## config.mk

```make
export PLATFORM = sky130hd
export DESIGN_NAME = decoder_2to4_hs_flat
export DESIGN_NICKNAME = d
export VERILOG_FILES = /design/src/rtl/dec_pkg.sv /design/src/rtl/decoder_2to4_hs_if.sv /design/src/rtl/skid_buf2.sv /design/src/rtl/decoder_2to4_hs.sv /design/src/flat_wrapper.sv
export SDC_FILE = /design/constraint.sdc
export NUM_CORES = 1
export LEC_CHECK = 0
export ABC_CLOCK_PERIOD_IN_PS = 3400
export BUFFER_PORTS_ARGS = -buffer_cell sky130_fd_sc_hd__buf_2
export CAP_MARGIN = 40
export CORE_UTILIZATION = 26
export DETAILED_ROUTE_END_ITERATION = 6
export GPL_ROUTABILITY_DRIVEN = 0
export GPL_TIMING_DRIVEN = 0
export PLACE_DENSITY = 0.51
export SETUP_SLACK_MARGIN = 0.02
export SYNTH_ARGS = -nofsm -noshare
export SYNTH_HDL_FRONTEND = slang
export SYNTH_HIERARCHICAL = 1
export SYNTH_SLANG_ARGS = --single-unit
```

## constraint.sdc

```tcl
create_clock -name clk -period 3.4 [get_ports clk]
set_input_delay 0.68 -clock clk [delete_from_list [all_inputs] [get_ports clk]]
set_output_delay 0.68 -clock clk [all_outputs]
set_load 0.02 [all_outputs]
```

## src/rtl/dec_pkg.sv

```systemverilog
// dec_pkg: shared code constants, buffer entry layout and one-hot decode helper
package dec_pkg;
  localparam logic [1:0] CODE_Y0 = 2'b00;
  localparam logic [1:0] CODE_Y1 = 2'b01;
  localparam logic [1:0] CODE_Y2 = 2'b10;
  localparam logic [1:0] CODE_Y3 = 2'b11;
  typedef struct packed {
    logic [1:0] code;
    logic       en;
  } entry_t;
  function automatic logic [3:0] onehot4(input logic [1:0] code, input logic en);
    return en ? {code == CODE_Y3, code == CODE_Y2, code == CODE_Y1, code == CODE_Y0} : 4'b0000;
  endfunction
endpackage

```

## src/rtl/decoder_2to4_hs_if.sv

```systemverilog
// decoder_2to4_hs_if: producer/consumer handshake bundle of the 2-to-4 decoder
interface decoder_2to4_hs_if #(parameter int CNT_W = 8);
  logic in_valid, in_ready, a0, a1, en;
  logic out_valid, out_ready, y0, y1, y2, y3;
  logic [CNT_W-1:0] dec_cnt;
  modport master (
    output in_valid, a0, a1, en, out_ready,
    input  in_ready, out_valid, y0, y1, y2, y3, dec_cnt
  );
  modport slave (
    input  in_valid, a0, a1, en, out_ready,
    output in_ready, out_valid, y0, y1, y2, y3, dec_cnt
  );
endinterface

```

## src/rtl/skid_buf2.sv

```systemverilog
// skid_buf2: 2-entry valid/ready FIFO with registered in_ready
module skid_buf2 #(
  parameter int W     = 3,
  parameter int DEPTH = 2
) (
  input  logic         clk,
  input  logic         rst,
  input  logic         in_valid,
  output logic         in_ready,
  input  logic [W-1:0] in_data,
  output logic         out_valid,
  input  logic         out_ready,
  output logic [W-1:0] out_data
);
  logic [W-1:0] mem [2];
  logic         wr_ptr, rd_ptr, push, pop;
  logic [1:0]   occ, occ_nxt;
  assign push      = in_valid & in_ready;
  assign pop       = out_valid & out_ready;
  assign out_valid = occ != 2'd0;
  assign out_data  = mem[rd_ptr];
  assign occ_nxt   = occ + {1'b0, push} - {1'b0, pop};
  // in_ready looks only at next occupancy, so out_ready never reaches it combinationally
  always_ff @(posedge clk or posedge rst)
    if (rst) begin
      occ      <= 2'd0;
      wr_ptr   <= 1'b0;
      rd_ptr   <= 1'b0;
      in_ready <= 1'b0;
      mem[0]   <= '0;
      mem[1]   <= '0;
    end else begin
      if (push) begin
        mem[wr_ptr] <= in_data;
        wr_ptr      <= ~wr_ptr;
      end
      if (pop) rd_ptr <= ~rd_ptr;
      occ      <= occ_nxt;
      in_ready <= occ_nxt < 2'(DEPTH);
    end
endmodule

```

## src/rtl/decoder_2to4_hs.sv

```systemverilog
// decoder_2to4_hs: buffered 2-to-4 one-hot decoder with handshakes and saturating decode count
module decoder_2to4_hs
  import dec_pkg::*;
#(
  parameter int CNT_W = 8,
  parameter int DEPTH = 2
) (
  input logic               clk,
  input logic               rst,
  decoder_2to4_hs_if.slave  bus
);
  entry_t head;
  logic   pop;
  skid_buf2 #(.W($bits(entry_t)), .DEPTH(DEPTH)) u_buf (
    .clk       (clk),
    .rst       (rst),
    .in_valid  (bus.in_valid),
    .in_ready  (bus.in_ready),
    .in_data   ({bus.a1, bus.a0, bus.en}),
    .out_valid (bus.out_valid),
    .out_ready (bus.out_ready),
    .out_data  (head)
  );
  assign pop = bus.out_valid & bus.out_ready;
  // y decodes straight from the registered head, gated so an empty buffer shows nothing
  assign {bus.y3, bus.y2, bus.y1, bus.y0} = bus.out_valid ? onehot4(head.code, head.en) : 4'b0000;
  always_ff @(posedge clk or posedge rst)
    if (rst) bus.dec_cnt <= '0;
    else if (pop && head.en && !(&bus.dec_cnt)) bus.dec_cnt <= bus.dec_cnt + CNT_W'(1);
endmodule

```

## src/flat_wrapper.sv

```systemverilog
// flat-port wrapper written by rule: the top's interface ports become plain ports
module decoder_2to4_hs_flat import dec_pkg::*;
#(
  parameter int CNT_W = 8,
  parameter int DEPTH = 2
)
  (clk, rst, bus_in_valid, bus_a0, bus_a1, bus_en, bus_out_ready, bus_in_ready, bus_out_valid, bus_y0, bus_y1, bus_y2, bus_y3, bus_dec_cnt);
  decoder_2to4_hs_if #(.CNT_W(CNT_W)) bus_i ();
  input logic clk;
  input logic rst;
  input wire logic [$bits(bus_i.in_valid)-1:0] bus_in_valid;
  input wire logic [$bits(bus_i.a0)-1:0] bus_a0;
  input wire logic [$bits(bus_i.a1)-1:0] bus_a1;
  input wire logic [$bits(bus_i.en)-1:0] bus_en;
  input wire logic [$bits(bus_i.out_ready)-1:0] bus_out_ready;
  output wire logic [$bits(bus_i.in_ready)-1:0] bus_in_ready;
  output wire logic [$bits(bus_i.out_valid)-1:0] bus_out_valid;
  output wire logic [$bits(bus_i.y0)-1:0] bus_y0;
  output wire logic [$bits(bus_i.y1)-1:0] bus_y1;
  output wire logic [$bits(bus_i.y2)-1:0] bus_y2;
  output wire logic [$bits(bus_i.y3)-1:0] bus_y3;
  output wire logic [$bits(bus_i.dec_cnt)-1:0] bus_dec_cnt;
  assign bus_i.in_valid = bus_in_valid;
  assign bus_i.a0 = bus_a0;
  assign bus_i.a1 = bus_a1;
  assign bus_i.en = bus_en;
  assign bus_i.out_ready = bus_out_ready;
  assign bus_in_ready = bus_i.in_ready;
  assign bus_out_valid = bus_i.out_valid;
  assign bus_y0 = bus_i.y0;
  assign bus_y1 = bus_i.y1;
  assign bus_y2 = bus_i.y2;
  assign bus_y3 = bus_i.y3;
  assign bus_dec_cnt = bus_i.dec_cnt;
  decoder_2to4_hs #(.CNT_W(CNT_W), .DEPTH(DEPTH)) u_core (.clk(clk), .rst(rst), .bus(bus_i));
endmodule
```

# Word level (Yosys, flattened, before mapping)
# Index checks and enable logic that the tools add are counted.
dict set report classes {
  n_addsub 3
  mul 0
  div 0
  n_lt_le_gt_ge 4
  eq_ne 3
  shift 0
  muxes 8
  bitwise 6
  reduce_logical 7
}
# op n
set ops {}
lappend ops {{$mux 3} 4}
lappend ops {{$add 8x1->8 const B} 1}
lappend ops {{$mux 4} 2}
lappend ops {{$reduce_and 8->1} 1}
lappend ops {{$bwmux 6} 1}
lappend ops {{$eq 2x2->1 const B} 2}
lappend ops {{$ge 2x2->1 const B} 2}
lappend ops {{$not 1->2} 2}
lappend ops {{$demux 3 s1} 1}
lappend ops {{$logic_and 1x1->1} 3}
lappend ops {{$add 2x1->2} 1}
lappend ops {{$and 1x1->1} 2}
lappend ops {{$eq 2x1->1 const B} 1}
lappend ops {{$logic_not 2->1} 1}
lappend ops {{$lt 2x1->1 const B} 1}
lappend ops {{$lt 2x2->1 const B} 1}
lappend ops {{$not 1->1} 2}
lappend ops {{$reduce_bool 2->1} 1}
lappend ops {{$sub 2x1->2} 1}
lappend ops {{$logic_not 1->1} 1}
dict set report totals {
  reg_bits 19
  latchBits 0
  mem_bits_rw 0
  mem_bits_ro 0
  elab_cells 38
  mem_count 0
}

# Longest topological paths before layout
# Gate-level depths: netlist of run 1.
dict set report logic_depth {
  ltp_word 7
  ltp_mapped 6
  mapped_depth_nobuf 6
}

# Hierarchy
# The synthesis of run 1 kept the hierarchy.
# mod n_inst cells_each area_per_inst_um2 seq_area_each_um2
set by_module_without_submodules {}
lappend by_module_without_submodules {skid_buf2 1 35 508.0 275.3}
lappend by_module_without_submodules {decoder_2to4_hs 1 47 451.7 200.2}

# Worst setup path after synthesis of run 1
# Ideal clock, no wire load.
dict set report synth_path {
  path_kind {reg-to-output}
  start {register u_core.u_buf.rd_ptr}
  end {output port bus_y0}
  arrival_ps 1264
  required_ps 2720
  path_slack_ps 1456
  stages_incl_launch_ff 3
  n_path_buf 0
  path_cell_list {dfrtp_1 > mux2_2 > nor3_1}
}
# item line
set synth_rtl {}
lappend synth_rtl {{from (decl)} skid_buf2.sv:16} ;# logic wr_ptr, rd_ptr, push, pop;
lappend synth_rtl {{from (signal assigned)} skid_buf2.sv:37} ;# if (pop) rd_ptr <= ~rd_ptr;
lappend synth_rtl {{to (decl)} flat_wrapper.sv:18} ;# output wire logic [$bits(bus_i.y0)-1:0] bus_y0;

==> results of run 1 <==
## cells by family after synthesis
logic type | count (synthesis) | share of synthesized area
flops | 19 | 0.495
compound gates | 6 | 0.0391
buf+inv | 5 | 0.0196
fa+ha+maj | 3 | 0.0391
mux | 13 | 0.155
simple gates | 30 | 0.197
xor+xnor | 6 | 0.0548
## through the flow
step                utilization  std cells  total power, uW  setup slack [ps]
global placement          0.325        148              890              1470
detailed placement        0.325        148              906              1440
CTS                       0.338        152             1070              1220
global route              0.338        152             1140              1160
floorplan                     -         82              771              1460
finish                    0.338        152             1060              1220
## state kept, by name (all words and copies together), names as in the netlist
| name | cells |
|---|---|
| u_core/u_buf/wr_ptr | 1 |
| u_core/u_buf/mem | 6 |
| u_core/u_buf/in_ready | 1 |
| u_core/u_buf/occ | 2 |
| u_core/u_buf/rd_ptr | 1 |
| u_core/bus.dec_cnt | 8 |
## worst paths after layout
path	end	startpoint	cells after the start
setup / recovery	bus_y0	u_core/u_buf/rd_ptr	3
hold / removal	u_core/bus.dec_cnt[1]	rst	2
setup reg to reg	u_core/bus.dec_cnt[7]	u_core/u_buf/rd_ptr	5
hold reg to reg	u_core/u_buf/mem[0]	u_core/u_buf/mem[0]	1
max in group asynchronous	u_core/u_buf/mem[1]	rst	2
min in group clk	u_core/u_buf/mem[0]	u_core/u_buf/mem[0]	1
## layout make-up
| cell class | instances | area share |
|---|---|---|
| Multi-Input combinational cell | 58 | 0.400 |
| Sequential cell | 19 | 0.409 |
| Clock inverter | 1 | 0.00430 |
| Timing Repair Buffer | 20 | 0.0860 |
| Inverter | 5 | 0.0161 |
| Tap cell | 46 | 0.0495 |
| Clock buffer | 3 | 0.0355 |
## layer usage
metal | vias to the layer above | part of all wire
met2 | 15 | 0.47
met3 | 5 | 0.047
met1 | 337 | 0.46
met5 | - | 0
met4 | 0 | 0.022
li1 | 335 | -
## power by group through the flow
stage / sequential [uW] / combinational [uW] / clock, uW
floorplan: 459 / 312 / 0
global placement: 429 / 461 / 0
detailed placement: 436 / 470 / 0
CTS: 433 / 473 / 165
global route: 454 / 511 / 175
finish: 432 / 466 / 158
## Yosys cell counts, drive strengths merged
cell type / count / area [um^2]
mux2: 12 / 139
dfrtp: 19 / 475
a21oi: 3 / 15.0
nand2b: 2 / 12.5
nand3: 6 / 40.0
nor2: 4 / 15.0
xor2: 3 / 26.3
or2: 1 / 6.26
and3: 2 / 17.5
nand3b: 1 / 20.0
and2: 1 / 7.51
ha: 3 / 37.5
and4: 2 / 20.0
xnor2: 3 / 26.3
nor3: 3 / 15.0
nand2: 6 / 22.5
nand4: 2 / 12.5
inv: 5 / 18.8
mux2i: 1 / 10.0
o21a: 3 / 22.5
==> metrics.md, run 1 <==
| Metric | Value |
|---|---|
| Layout cells sized above 1 | 0.377 |
| WL/cell | 11.7 um |
| Status | completed |
| Worst-Skew Late Latency | 260 ps |
| Grt met3 use | 0.0347 |
| Clock skew | 2.51 ps |
| Mapped cell area | 960 um^2 |
| Hold crit path type | in -> async |
| Post-cts sizing count | 0 |
| Sw frac | 0.408 |
| Max stage delay on crit path | 460 ps |
| Combinational share of power | 0.442 |
| Cell Pwr Density | 908 nW/um^2 |
| Ports | 21 |
| Total iterations of the first detailed-routing run | 2 |
| Row Count | 21 |
| Max-slew violations | 0 |
| Net count after synthesis | 92 |
| Die area | 3940 um^2 |
| Slowest CP cell | dfrtp_1 |
| Antenna Nets Post-Route | 0 |
| First-pass GRT wire length | 3130 um |
| WP data required | 2720 ps |
| Cells along the critical path | mux2_2, nor3_1, buf_2 |
| Seq pwr share | 0.409 |
| Die height | 62.8 um |
| Startpoint Class | flip-flop |
| Initial core utilization | 0.279 |
| Diode count | 0 |
| Sequential cell area fraction in the yosys report | 0.495 |
| Fmax | 458 MHz |
| Met1 Track Usage GR | 0.117 |
| Total wire length | 1770 um |
| Internal Power | 625 uW |
| Worst-path clk slew | 70 ps |
| Register Area | 475 um^2 |
| Clock power frac | 0.149 |
| CTS Hold Bufs | 0 |
| # nets final | 117 |
| # setup viols final | 0 |
| Vias/cell | 4.55 |
| Crit end category | output port |
| P_sw | 431 uW |
| Worst Tran Pin Value | 412 ps |
| Fin crit share | 0.642 |
| # DRC | 0 |
| Post-Syn Instances | 82 |
| Sum Neg Setup Slack | 0 ps |
| Lkg Pwr | 0.000553 uW |
| Worst relative slew slack | 0.725 |
| Vias in the first global route | 692 |
| Largest net degree at the start of global routing | 12 |
| TritonCTS buffer count | 3 |
| Final hold vios | 0 |
| Post-CTS Setup Repair Bufs | 0 |
| Unrepaired setup endpoints after global routing | no |
| Synth cell types | 25 |
| Gr busiest metal | met2 |
| Initial antenna violation count | 0 |
| Ys Warns | 6 |
| Synthesis-stage register bit count | 19 |
| CP arrival | 1500 ps |
| GR Util met2 | 0.175 |
| HPWL after detailed placement | 1360 um |
| Root Driver | clkbuf_8 |
| Peak VDD IR | 325 uV |
| Port bufs | 20 |
| # clock sinks | 19 |
| CP bufs+invs | 1 |
| Die W | 62.8 um |
| Family with the most delay on the worst path | flip-flops |
| Area delta synth->final | 21.3% |
| Hold slack | 370 ps |
| Overflow after GRT | 0 |
| Max-Cap Viols | 0 |
| # fillers | 353 |
| Total track usage | 0.105 |
| Post-layout min period | 2180 ps |
| Highest fanout seen on the critical path | 4 |
| Area after DPL | 1120 um^2 |
| Multi-input logic area | 465 um^2 |
| Worst R2R Setup Slack | 1710 ps |
| Commonest non-fill, non-tap cell in the layout | buf_2 |
| CTS tree | done |
| Via count | 692 |
| Iteration-0 DRC Markers | 11 |
| Core area | 3440 um^2 |
| Finished Cell Area | 1160 um^2 |
| Average size of a mapped cell | 11.7 um^2 |
| Clk buf depth | 2 |
| H-tree Lvls | 1 |
| Setup CP Type | reg -> out |
| Highest-count cells in the layout ignoring fill and taps | 20 x buf_2, 19 x dfrtp_1, 8 x mux2_2 |
Note: power is estimated with default switching activity, not from simulation.
==> run 2, diff against run 1 <==
ABC_CLOCK_PERIOD_IN_PS = 1750   (was 3400)
PLACE_DENSITY = 0.53   (was 0.51)
clock period = 1.75 ns   (was 3.4 ns; I/O delays follow)
==> metrics.md, run 2 (synthesis gave the netlist of run 1 again) <==
| Metric | Value |
|---|---|
| Unrepaired setup endpoints after global routing | yes (was no) |
| Worst relative slew slack | 0.731 (was 0.725) |
| Max reg flops | 8 (unchanged) |
| First-pass GRT wire length | 3180 um (was 3130 um) |
| Die area | 3940 um^2 (unchanged) |
| Dpl cells | 148 (unchanged) |
| Sum Neg Setup Slack | 0 ps (unchanged) |
| Largest registers | u_core/bus.dec_cnt (8), u_core/u_buf/mem (6), u_core/u_buf/occ (2) (unchanged) |
| Via count | 710 (was 692) |
| Vias/cell | 4.55 (about the same) |
| Max-Cap Viols | 0 (unchanged) |
| Port bufs | 20 (unchanged) |
| Post-layout min period | 1730 ps |
| Initial core utilization | 0.279 (unchanged) |
| Lkg Pwr | 0.000590 uW (was 0.000553 uW) |
| P_sw | 906 uW (was 431 uW) |
| # clock sinks | 19 (unchanged) |
| Final setup margin | 24.2 ps (was 1220 ps) |
| Final hold vios | 0 (unchanged) |
| Total wire length | 1840 um (was 1770 um) |
| Total power | 2280 uW (was 1060 uW) |
| Setup CP Type | reg -> out (unchanged) |
| # DRC | 0 (unchanged) |
| Clock skew | 4.83 ps (was 2.51 ps) |
| Reg2reg end | u_core/bus.dec_cnt[7] (unchanged) |
| TritonCTS buffer count | 3 (unchanged) |
| Die height | 62.8 um (unchanged) |
| Combinational share of power | 0.495 (was 0.442) |
| Highest-count cells in the layout ignoring fill and taps | 18 x buf_2, 18 x dfrtp_1, 6 x buf_4 (was 20 x buf_2, 19 x dfrtp_1, 8 x mux2_2) |
| CTS Hold Bufs | 0 (unchanged) |
| Pre-CTS setup slack | 74.0 ps (was 1440 ps) |
| HPWL after detailed placement | 1390 um (was 1360 um) |
| Total track usage | 0.105 (about the same) |
| Worst Tran Pin Value | 403 ps (was 412 ps) |
| H-tree Lvls | 1 (unchanged) |
| Initial antenna violation count | 0 (unchanged) |
| Status | completed (unchanged) |
| Ports | 21 (unchanged) |
| Clk buf depth | 2 (unchanged) |
| Worst-path clk slew | 70 ps (about the same) |
| Layout cells sized above 1 | 0.436 (was 0.377) |
| CP arrival | 1380 ps (was 1500 ps) |
| WP data required | 1400 ps (was 2720 ps) |
| Diode count | 0 (unchanged) |
| Core area | 3440 um^2 (unchanged) |
| CTS tree | done (unchanged) |
| Seq pwr share | 0.374 (was 0.409) |
| Area delta synth->final | 28.9% (was 21.3%) |
| WL/cell | 11.8 um (was 11.7 um) |
| Vias in the first global route | 731 (was 692) |
| Fin crit share | 0.986 |
| Total iterations of the first detailed-routing run | 4 (was 2) |
| Highest fanout seen on the critical path | 4 (unchanged) |
| Startpoint Class | flip-flop (unchanged) |
| Cell Pwr Density | 1840 nW/um^2 (was 908 nW/um^2) |
| R2r startpoint | u_core/u_buf/rd_ptr (unchanged) |
| Clock power frac | 0.131 (was 0.149) |
| Largest net degree at the start of global routing | 12 (unchanged) |
| Row Count | 21 (unchanged) |
| Worst R2R Setup Slack | 110 ps (was 1710 ps) |
| # setup viols final | 0 (unchanged) |
| Peak VDD IR | 685 uV (was 325 uV) |
| Internal Power | 1370 uW (was 625 uW) |
| Antenna Nets Post-Route | 0 (unchanged) |
| Fmax | 579 MHz |
| Sw frac | 0.397 (was 0.408) |
| R2R cell count | 5 (unchanged) |
| Crit end category | output port (unchanged) |
| Finished Layout Cells | 156 (was 152) |
| Worst-Skew Late Latency | 250 ps (was 260 ps) |
| # nets final | 121 (was 117) |
| Biggest register | u_core/bus.dec_cnt (unchanged) |
| Max-slew violations | 0 (unchanged) |
| Overflow after GRT | 0 (unchanged) |
| Root Driver | clkbuf_8 (unchanged) |
| Iteration-0 DRC Markers | 38 (was 11) |
| Die W | 62.8 um (unchanged) |
| Hold crit path type | in -> async (unchanged) |
==> run 2: cell count changes in the layout (fill, tap and decap cells not counted), sizes merged <==
cell and delta:
clkbuf +1, buf +4, clkinv -1
==> run 2: layout make-up <==
class	instances	area [um^2]
clock buffer	4	45.0
fill	355	2200
inverter	5	18.8
multi-input combinational	58	504
tap	46	57.6
timing repair buffer	24	135
sequential	19	477
==> run 2: timing repair <==
action                                  CTS  global route
buffers inserted                          1             3
endpoints found under the setup margin    4             5
pin swaps                                 0             2
gates resized for setup                   9             3
==> run 2: worst max-delay path by stage <==
| stage | start | end | depth (start not counted) |
|---|---|---|---|
| finish | u_core/u_buf/rd_ptr | bus_y0 | 3 |
| global placement | u_core/u_buf/rd_ptr | u_core/bus.dec_cnt[7] | 5 |
| detailed placement | u_core/u_buf/rd_ptr | u_core/bus.dec_cnt[7] | 5 |
| global route | u_core/u_buf/rd_ptr | bus_y1 | 4 |
| floorplan | u_core/u_buf/occ[1] | u_core/bus.dec_cnt[7] | 5 |
| CTS | u_core/u_buf/rd_ptr | bus_y0 | 3 |
==> run 2: per-layer routing <==
| layer | routed length, um | track usage | vias up |
|---|---|---|---|
| met3 | 87 | 0.0365 | 4 |
| met2 | 946 | 0.183 | 19 |
| met1 | 787 | 0.113 | 344 |
| li1 | - | - | 343 |
| met5 | 0 | 0 | - |
| met4 | 23 | 0.0494 | 0 |
==> run 2: per-stage QoR <==
step | utilization | instance area, um^2 | hold WS (ps)
5_1_grt | 0.360 | 1240 | 70.8
4_1_cts | 0.349 | 1200 | 58.9
3_3_place_gp | 0.325 | 1120 | 332
3_5_place_dp | 0.325 | 1120 | 341
6_report | 0.360 | 1240 | 47.2
2_1_floorplan | - | 960 | 166
==> run 2: power by group through the flow <==
stage | registers, uW | clock network, uW | logic, uW
floorplan | 892 | 0 | 606
global placement | 837 | 0 | 898
detailed placement | 851 | 0 | 922
CTS | 852 | 312 | 1020
global route | 890 | 334 | 1240
finish | 853 | 299 | 1130
==> run 2: worst max-delay path, cell delays in order (launching register included) <==
cell	delay, ps
dfrtp_2	450
mux2_4	330
nor3_2	180
buf_4	160
==> run 3, diff against run 2 <==
CAP_MARGIN = 0   (was 40)
SETUP_SLACK_MARGIN = 0.05   (was 0.02)
==> metrics.md, run 3 (synthesis gave the netlist of run 1 again) <==
| Metric | Value |
|---|---|
| Seq pwr share | 0.372 (was 0.374) |
| Area after DPL | 1120 um^2 (unchanged) |
| Worst Tran Pin Value | 407 ps (was 403 ps) |
| Worst-path clk slew | 70 ps (about the same) |
| Sum Neg Setup Slack | 0 ps (unchanged) |
| Setup CP Type | reg -> out (unchanged) |
| # nets final | 120 (was 121) |
| Internal Power | 1360 uW (was 1370 uW) |
| Clock skew | 5.14 ps (was 4.83 ps) |
| Combinational share of power | 0.496 (was 0.495) |
| CP arrival | 1350 ps (was 1380 ps) |
| Unrepaired setup endpoints after global routing | yes (unchanged) |
| First-pass GRT wire length | 3190 um (was 3180 um) |
| Worst R2R Setup Slack | 110 ps (about the same) |
| H-tree Lvls | 1 (unchanged) |
| Fmax | 588 MHz (was 579 MHz) |
| Total wire length | 1860 um (was 1840 um) |
| Reg2reg end | u_core/bus.dec_cnt[7] (unchanged) |
| # clock sinks | 19 (unchanged) |
| Finished Layout Cells | 155 (was 156) |
| Cell Pwr Density | 1820 nW/um^2 (was 1840 nW/um^2) |
| Max-Cap Viols | 0 (unchanged) |
| Vias in the first global route | 743 (was 731) |
| CTS Hold Bufs | 0 (unchanged) |
| Util after Layout | 0.363 (was 0.360) |
| Lkg Pwr | 0.000582 uW (was 0.000590 uW) |
| Layout cells sized above 1 | 0.486 (was 0.436) |
| Row Count | 21 (unchanged) |
| Post-layout min period | 1700 ps (was 1730 ps) |
| Die area | 3940 um^2 (unchanged) |
| Setup crit start | u_core/u_buf/rd_ptr (unchanged) |
| Startpoint Class | flip-flop (unchanged) |
| Largest registers | u_core/bus.dec_cnt (8), u_core/u_buf/mem (6), u_core/u_buf/occ (2) (unchanged) |
| WL/cell | 12.0 um (was 11.8 um) |
| Iteration-0 DRC Markers | 22 (was 38) |
| Initial antenna violation count | 0 (unchanged) |
| Largest net degree at the start of global routing | 12 (unchanged) |
| CTS tree | done (unchanged) |
| Hold crit path type | in -> async (unchanged) |
| # DRC | 0 (unchanged) |
| Crit end category | output port (unchanged) |
| Total track usage | 0.105 (unchanged) |
| Highest-count cells in the layout ignoring fill and taps | 17 x dfrtp_1, 16 x buf_2, 7 x buf_4 (was 18 x buf_2, 18 x dfrtp_1, 6 x buf_4) |
| Die W | 62.8 um (unchanged) |
| Max reg flops | 8 (unchanged) |
| Finished Cell Area | 1250 um^2 (was 1240 um^2) |
| P_sw | 917 uW (was 906 uW) |
| Diode count | 0 (unchanged) |
| Clock power frac | 0.132 (was 0.131) |
| R2r startpoint | u_core/u_buf/rd_ptr (unchanged) |
| Peak VDD IR | 695 uV (was 685 uV) |
| # setup viols final | 0 (unchanged) |
| Vias/cell | 4.66 (was 4.55) |
| TritonCTS buffer count | 3 (unchanged) |
| Root Driver | clkbuf_8 (unchanged) |
| Die height | 62.8 um (unchanged) |
| Highest fanout seen on the critical path | 4 (unchanged) |
| Port bufs | 20 (unchanged) |
| Biggest register | u_core/bus.dec_cnt (unchanged) |
| Worst-Skew Late Latency | 260 ps (was 250 ps) |
| Worst relative slew slack | 0.728 (was 0.731) |
| Clk buf depth | 2 (unchanged) |
| Status | completed (unchanged) |
| Antenna Nets Post-Route | 0 (unchanged) |
| HPWL after detailed placement | 1390 um (unchanged) |
| Fin crit share | 0.971 (was 0.986) |
| Overflow after GRT | 0 (unchanged) |
| Ports | 21 (unchanged) |
| Sw frac | 0.403 (was 0.397) |
| Max-slew violations | 0 (unchanged) |
| Initial core utilization | 0.279 (unchanged) |
| Total iterations of the first detailed-routing run | 4 (unchanged) |
| WP data required | 1400 ps (about the same) |
| Dpl cells | 148 (unchanged) |
| R2R cell count | 5 (unchanged) |
| Area delta synth->final | 30.2% (was 28.9%) |
| Commonest non-fill, non-tap cell in the layout | dfrtp_1 |
| Final hold vios | 0 (unchanged) |
| Via count | 723 (was 710) |
| Core area | 3440 um^2 (unchanged) |
-- run 3: critical path: stages (launching register included) --
cell and delay, ps:
dfrtp_2 450, mux2_4 340, nor3_2 150, buf_4 160
-- run 3: timing repair --
| action | CTS | global route |
|---|---|---|
| gates cloned | 0 | 0 |
| endpoints found under the setup margin | 4 | 8 |
| pin swaps | 2 | 4 |
| buffers inserted | 2 | 1 |
| resized for setup | 11 | 9 |
-- run 3: cell type report --
class,count,area (um^2)
well taps,46,57.6
inverters,5,18.8
repair buffers,23,133
flip-flops and latches,19,478
multi-input cells,58,518
clock buffers,4,45.0
fillers,353,2190
-- run 3: power by group through the flow --
stage               sequential (uW)  clock (uW)  combinational [uW]
finish                          848         300                1130
global route                    885         334                1230
CTS                             845         312                1080
detailed placement              851           0                 922
global placement                837           0                 898
floorplan                       892           0                 606
-- run 3: worst max path at each step --
stage                                        to  slack (ps)
after floorplan           u_core/bus.dec_cnt[7]         120
after global placement    u_core/bus.dec_cnt[7]          70
after detailed placement  u_core/bus.dec_cnt[7]          70
after CTS                                bus_y0          20
after global routing                     bus_y2           3
final                                    bus_y0          50
-- run 3: stage by stage --
stage	total power [uW]	worst slack, ps	hold WS [ps]
floorplan	1500	116	166
global placement	1740	68.6	332
detailed placement	1770	74.0	341
CTS	2230	17.3	58.9
finish	2280	50.3	48.2
global route	2450	3.01	70.7
-- run 3: routing by layer --
metal  GRT usage  up-vias  part of all wire
met1       0.112      353              0.43
met2       0.185       26              0.50
met4      0.0494        0             0.012
met3      0.0365        4             0.054
li1            -      340                 -
met5           0        -                 0
